### src/rtl/spi1_cmd_target.sv
// spi1_cmd_target: SPI1 mode-0 command target issuing byte transactions on the RAM/bus arbiter port.
// Define SPI1_BAD_CMD_FLAG_EN to build the sticky protocol-error flag bad_cmd_o.
module spi1_cmd_target #(
  parameter int DATA_WIDTH  = 8,
  parameter int ADDR_WIDTH  = 17,
  parameter int SYNC_STAGES = 2
) (
  input  logic                  clock_i,
  input  logic                  reset_i,
  input  logic                  spi1_cs_ni,
  input  logic                  spi1_sck_i,
  input  logic                  spi1_sd_i,
  output logic                  spi1_sd_o,
  output logic                  spi_stall_o,
  output logic [ADDR_WIDTH-1:0] bus_addr_o,
  output logic [DATA_WIDTH-1:0] bus_data_o,
  input  logic [DATA_WIDTH-1:0] bus_data_i,
  output logic                  bus_we_o,
  output logic                  bus_req_o,
  input  logic                  bus_ack_i,
  output logic                  bad_cmd_o
);
  typedef enum logic [2:0] {IDLE, CMD, DATA, ADDR_HI, ADDR_LO, BUS, DISCARD} state_t;
  state_t state;
  logic [SYNC_STAGES-1:0] cs_sync, sck_sync, sd_sync;
  logic cs_prev, sck_prev, cs_s, sck_s, sd_s;
  logic cs_fall, cs_rise, sck_rise, sck_fall, byte_done, rd_load, at_cmd;
  logic [2:0] bit_cnt;
  logic [DATA_WIDTH-2:0] rx_sr;
  logic [DATA_WIDTH-1:0] rx_byte, tx_sr, rd_data;
  logic [ADDR_WIDTH-9:0] addr_hi;
  assign cs_s      = cs_sync[SYNC_STAGES-1];
  assign sck_s     = sck_sync[SYNC_STAGES-1];
  assign sd_s      = sd_sync[SYNC_STAGES-1];
  assign cs_fall   = cs_prev & ~cs_s;
  assign cs_rise   = ~cs_prev & cs_s;
  assign sck_rise  = ~cs_s & ~sck_prev & sck_s;
  assign sck_fall  = ~cs_s & sck_prev & ~sck_s;
  assign byte_done = sck_rise && bit_cnt == 3'd7;
  assign rx_byte   = {rx_sr, sd_s};
  assign rd_load   = bus_req_o & bus_ack_i & ~bus_we_o;
  assign spi1_sd_o = tx_sr[DATA_WIDTH-1];
  // The fall right after a byte boundary keeps the freshly loaded MSB on POCI.
  always_ff @(posedge clock_i)
    if (reset_i) begin
      cs_sync  <= {SYNC_STAGES{1'b1}};
      sck_sync <= '0;
      sd_sync  <= '0;
      cs_prev  <= 1'b1;
      sck_prev <= 1'b0;
      bit_cnt  <= 3'd0;
      rx_sr    <= '0;
      tx_sr    <= '0;
    end else begin
      cs_sync  <= {cs_sync[SYNC_STAGES-2:0], spi1_cs_ni};
      sck_sync <= {sck_sync[SYNC_STAGES-2:0], spi1_sck_i};
      sd_sync  <= {sd_sync[SYNC_STAGES-2:0], spi1_sd_i};
      cs_prev  <= cs_s;
      sck_prev <= sck_s;
      if (cs_fall) begin
        bit_cnt <= 3'd0;
        tx_sr   <= rd_data;
      end else if (sck_rise) begin
        bit_cnt <= bit_cnt + 3'd1;
        rx_sr   <= rx_byte[DATA_WIDTH-2:0];
        if (bit_cnt == 3'd7) tx_sr <= rd_data;
      end else if (sck_fall && bit_cnt != 3'd0) tx_sr <= {tx_sr[DATA_WIDTH-2:0], 1'b0};
      else if (rd_load && bit_cnt == 3'd0) tx_sr <= bus_data_i;
    end
  always_ff @(posedge clock_i)
    if (reset_i) begin
      state       <= IDLE;
      bus_req_o   <= 1'b0;
      spi_stall_o <= 1'b0;
      bus_we_o    <= 1'b0;
      bus_addr_o  <= '0;
      bus_data_o  <= '0;
      rd_data     <= '0;
      addr_hi     <= '0;
      at_cmd      <= 1'b0;
    end else if (state == BUS) begin
      if (bus_ack_i) begin
        bus_req_o   <= 1'b0;
        spi_stall_o <= 1'b0;
        bus_addr_o  <= bus_addr_o + 1'b1;
        if (!bus_we_o) rd_data <= bus_data_i;
        state <= IDLE;
      end
    end else if (cs_rise) state <= IDLE;
    else if (cs_fall) state <= CMD;
    else if (byte_done) begin
      case (state)
        IDLE, CMD: begin
          addr_hi[ADDR_WIDTH-9] <= rx_byte[0];
          at_cmd <= ~rx_byte[5];
          if (!rx_byte[7]) bus_we_o <= rx_byte[6];
          state <= rx_byte[7] ? DISCARD : rx_byte[6] ? DATA : rx_byte[5] ? BUS : ADDR_HI;
          if (rx_byte[7:5] == 3'b001) begin
            bus_req_o   <= 1'b1;
            spi_stall_o <= 1'b1;
          end
        end
        DATA: begin
          bus_data_o <= rx_byte;
          state <= at_cmd ? ADDR_HI : BUS;
          if (!at_cmd) begin
            bus_req_o   <= 1'b1;
            spi_stall_o <= 1'b1;
          end
        end
        ADDR_HI: begin
          addr_hi[7:0] <= rx_byte;
          state <= ADDR_LO;
        end
        ADDR_LO: begin
          bus_addr_o  <= {addr_hi, rx_byte};
          bus_req_o   <= 1'b1;
          spi_stall_o <= 1'b1;
          state <= BUS;
        end
        default: ;
      endcase
    end
`ifdef SPI1_BAD_CMD_FLAG_EN
  always_ff @(posedge clock_i)
    if (reset_i) bad_cmd_o <= 1'b0;
    else if ((byte_done && (state == BUS || ((state == IDLE || state == CMD) && rx_byte[7])))
             || (cs_rise && (state == DATA || state == ADDR_HI || state == ADDR_LO)))
      bad_cmd_o <= 1'b1;
`else
  assign bad_cmd_o = 1'b0;
`endif
endmodule

### config.mk
export PLATFORM = sky130hd
export DESIGN_NAME = spi1_cmd_target
export DESIGN_NICKNAME = d
export VERILOG_FILES = /design/src/rtl/spi1_cmd_target.sv
export SDC_FILE = /design/constraint.sdc
export NUM_CORES = 1
export LEC_CHECK = 0
export CAP_MARGIN = 10
export CELL_PAD_IN_SITES_DETAIL_PLACEMENT = 0
export CELL_PAD_IN_SITES_GLOBAL_PLACEMENT = 1
export CORE_UTILIZATION = 30
export CTS_BUF_LIST = sky130_fd_sc_hd__clkbuf_4
export DETAILED_ROUTE_END_ITERATION = 12
export PLACE_DENSITY_LB_ADDON = 0.1
export SKIP_CTS_REPAIR_TIMING = 1
export SYNTH_ARGS = -nofsm -noshare
export SYNTH_HDL_FRONTEND = slang
export SYNTH_SLANG_ARGS = --single-unit
### constraint.sdc
create_clock -name clock_i -period 2.6 [get_ports clock_i]
set_input_delay 0.52 -clock clock_i [delete_from_list [all_inputs] [get_ports clock_i]]
set_output_delay 0.52 -clock clock_i [all_outputs]
set_load 0.01 [all_outputs]
==> impl_results.md <==
* Status: finished, final reports clean
* Max-Cap Viols at 0
* Relative slew slack at between 50% and 60%
* Number of global-route vias before repair at 3175
* Ports at 44
* Fin crit share at 91.1%
* Launching point of the worst reg2reg path: cs_sync[1]$_SDFF_PP1_
* Measured slew at the worst slew-check pin at 0.649 ns
* Sequential power share at 56.8%
* Commonest cells in the netlist: dfxtp_1, nand2_1, nor2_1
* Switch share at approximately 25%
* Yosys Warn Count at 0
* Num rows at 40
* VDD IR max at 0.000381 V
* Wire per inst at approximately 16 microns
* Count of input and output buffers at 42
* Min-Delay Startpoint: cs_sync[0]$_SDFF_PP1_
* Pwr Total at 2.04 mW
* Die area at 12900 sq um
* First-pass GRT wire length at 17100 microns
* Count of pins over their slew limit at 0
* Post-DRT Antenna Nets at 0
* Final Hold Viols at 0
* Number of enable flip-flop cells after synthesis at 0
* RSZ-0062 raised after global routing: false
* 1st-iter DRT viols at 185
* Critical Path AT at between 2 and 3 ns
* CP Class: register to register
* Routed WL at 10300 microns
* Worst Hold Path EP: cs_sync[1]$_SDFF_PP1_
* Synth top area share at 39.8%
* Post-Layout Inst Area at 4470 sq um
* Post-DR vias/cell at roughly 5
* Switching Power at between 0.5 and 0.6 mW
* Routability Congestion at 0.766
* Top-count cell post-synth: dfxtp_1
* Multi-input gate area at 2040 sq um
* Worst-path fanout max at 14
* Hold path depth at 1
* FF+latch count, synth at 74
* Setup TNS at 0 ns
* Reg2reg path depth at 8
* Placed cell area at 4340 sq um
* Synth Flop Type: dfxtp_1
* Total GRT Usage at 17.4%
* Clk_lat worst skew at 0.46 ns
* Yosys top cell by area: dfxtp_1
* Reg clk slew, reported paths at 0.12 ns
* Final Non-Filler Cells at 650
* Register area at 1480 sq um
* R2r setup slk at between 0.2 and 0.25 ns
* Area contributors post-synth: dfxtp_1, mux2i_1, nand2_1, nor2_1, a21oi_1
* Vias post-DR at 3235
* Number of antenna violations at the first check in global routing at 0
* Detail Placement HPWL at between 7000 and 8000 microns
* Unique cell type count in the Yosys netlist at 61
* Nets at 497
* Pwr/cell area at 456 nW/um^2
* Mean post-synth cell area at 8.53 sq um
* Clock network power share at between 30% and 40%
* Static Leak at 1.51 nW
* Overflow after GRT at 0
* Max Fclk at 0.422 GHz
* Core area at 12100 sq um
* Share of cells above drive strength 1 at about a tenth
* Clock root buffer: clkbuf_4
* Combinational power share at under 10%
* Drt drc at 0
* Die W at 113 microns
* Largest net degree at the start of global routing at 71
* Final core occ at 37.1%
* H-Tree Depth at 3
* Mapped cell area at 3720 sq um
* CP Launch Type: register
* Reg-to-Reg End: bus_addr_o[8]$_SDFFE_PP0P_
* FFs w/ async S/R, synth at 0%
* Dpl cells at 634
* Starting Density at just over 30%
* P_int at 1.53 mW
* # fillers at 1290
* Area Overhead vs Synth at 20.2%
* Diodes inserted at 0
* Mapped Cells at ~440
* Final min period at 2.37 ns
* Post-Syn Nets at 456
* Die Y at 113 microns
* TritonCTS clock tree: yes
* Final setup vio count at 0
* Req. time, crit path at slightly below 3 ns
* Seq/Total Area, Yosys at 39.8%
* Setup Skew at 0.0140 ns
* Clock Path Buffers at 2
* Worst Hold Class: register to register
* Sink Count at 74
* Critical Path End Type: register
* TritonCTS Buffers at 9
* Drt pass-1 iters at 4
state kept, by name, summed over array words and instances (netlist names):
name and cells:
addr_hi 9, at_cmd 1, bit_cnt 3, bus_addr_o 17
bus_data_o 8, bus_req_o 1, bus_we_o 1, cs_prev 1
cs_sync 2, rd_data 8, rx_sr 7, sck_prev 1
sck_sync 2, sd_sync 2, state 3, tx_sr 8
cell usage in the layout, fill, tap and decap left out, types with 2 or more instances in the layout:
cell type	n
a311o_1	7
or2_2	5
nor3_1	13
clkbuf_4	12
nand4_1	3
nand3b_1	2
nor2_1	55
nor4_4	3
o21ai_0	13
ha_1	6
nor3b_1	5
or3_1	3
nand3_1	8
o31ai_1	2
inv_1	9
nor4_1	7
mux2i_1	36
nand2b_1	8
clkinv_1	3
nand4b_1	2
o2bb2ai_1	2
a32o_1	2
a21o_1	2
a22oi_1	2
buf_4	18
dfxtp_1	74
and2_1	2
a2bb2oi_1	4
a211oi_1	3
o41ai_1	2
clkdlybuf4s50_1	41
nand2_1	63
a21oi_1	28
nor2b_1	9
cell families after synthesis:
group / count (synthesis) / synth area share (%)
and+or+nand+nor: 194 / 26.2
AOI/OAI and AO/OA: 82 / 16.3
DFF: 74 / 39.8
buffers and inverters: 41 / 5.38
muxes: 37 / 9.99
adders and majority gates: 6 / 2.02
other: 1 / 0.101
xor gates and xnor gates: 1 / 0.235
worst max-delay path by stage:
stage | start | end | slack (ns) | cells after the start
global route | cs_sync[1]$_SDFF_PP1_ | bus_addr_o[8]$_SDFFE_PP0P_ | 0.009 | 8
CTS | cs_sync[1]$_SDFF_PP1_ | bus_addr_o[2]$_SDFFE_PP0P_ | 0.23 | 8
global placement | cs_sync[1]$_SDFF_PP1_ | bus_addr_o[8]$_SDFFE_PP0P_ | 0.29 | 8
floorplan | cs_sync[1]$_SDFF_PP1_ | bus_addr_o[3]$_SDFFE_PP0P_ | 0.52 | 9
detailed placement | cs_sync[1]$_SDFF_PP1_ | bus_addr_o[8]$_SDFFE_PP0P_ | 0.23 | 8
finish | cs_sync[1]$_SDFF_PP1_ | bus_addr_o[8]$_SDFFE_PP0P_ | 0.23 | 8
power by group through the flow:
stage / clock network (mW) / registers (mW) / logic, mW
finish: 0.730 / 1.16 / 0.150
global route: 0.814 / 1.16 / 0.166
CTS: 0.771 / 1.16 / 0.151
detailed placement: 0 / 1.18 / 0.150
global placement: 0 / 1.18 / 0.151
floorplan: 0 / 1.18 / 0.0962
area by class of cell:
class	instances	share of cell area [%]
timing repair buffer	61	12.8
multi-input combinational	321	45.6
tap	168	4.70
inverter	10	0.839
clock buffer	12	2.01
clock inverter	4	0.951
sequential	74	33.1
critical path, cell delays in order, from the launching register on:
cell	delay [ns]
dfxtp_1	0.47
inv_1	0.13
ha_1	0.22
or2_2	0.41
o41ai_4	0.42
buf_4	0.28
o21ai_0	0.11
a2bb2oi_1	0.16
nor2_1	0.06
layer usage:
layer / vias to the layer above / global-route usage [%] / wire (microns)
met3: 10 / 5.21 / 382
met1: 1550 / 22.3 / 4810
met4: 0 / 4.91 / 143
met2: 51 / 28.3 / 4930
met5: - / 0 / 0
li1: 1624 / - / -
stage by stage:
stage          worst slack (ns)  hold WS (ns)
4_1_cts                   0.230         0.443
3_3_place_gp              0.292         0.408
6_report                  0.232         0.437
3_5_place_dp              0.232         0.414
5_1_grt                 0.00924         0.453
2_1_floorplan             0.523         0.389
No activity file was read; power rests on OpenSTA's default activity.
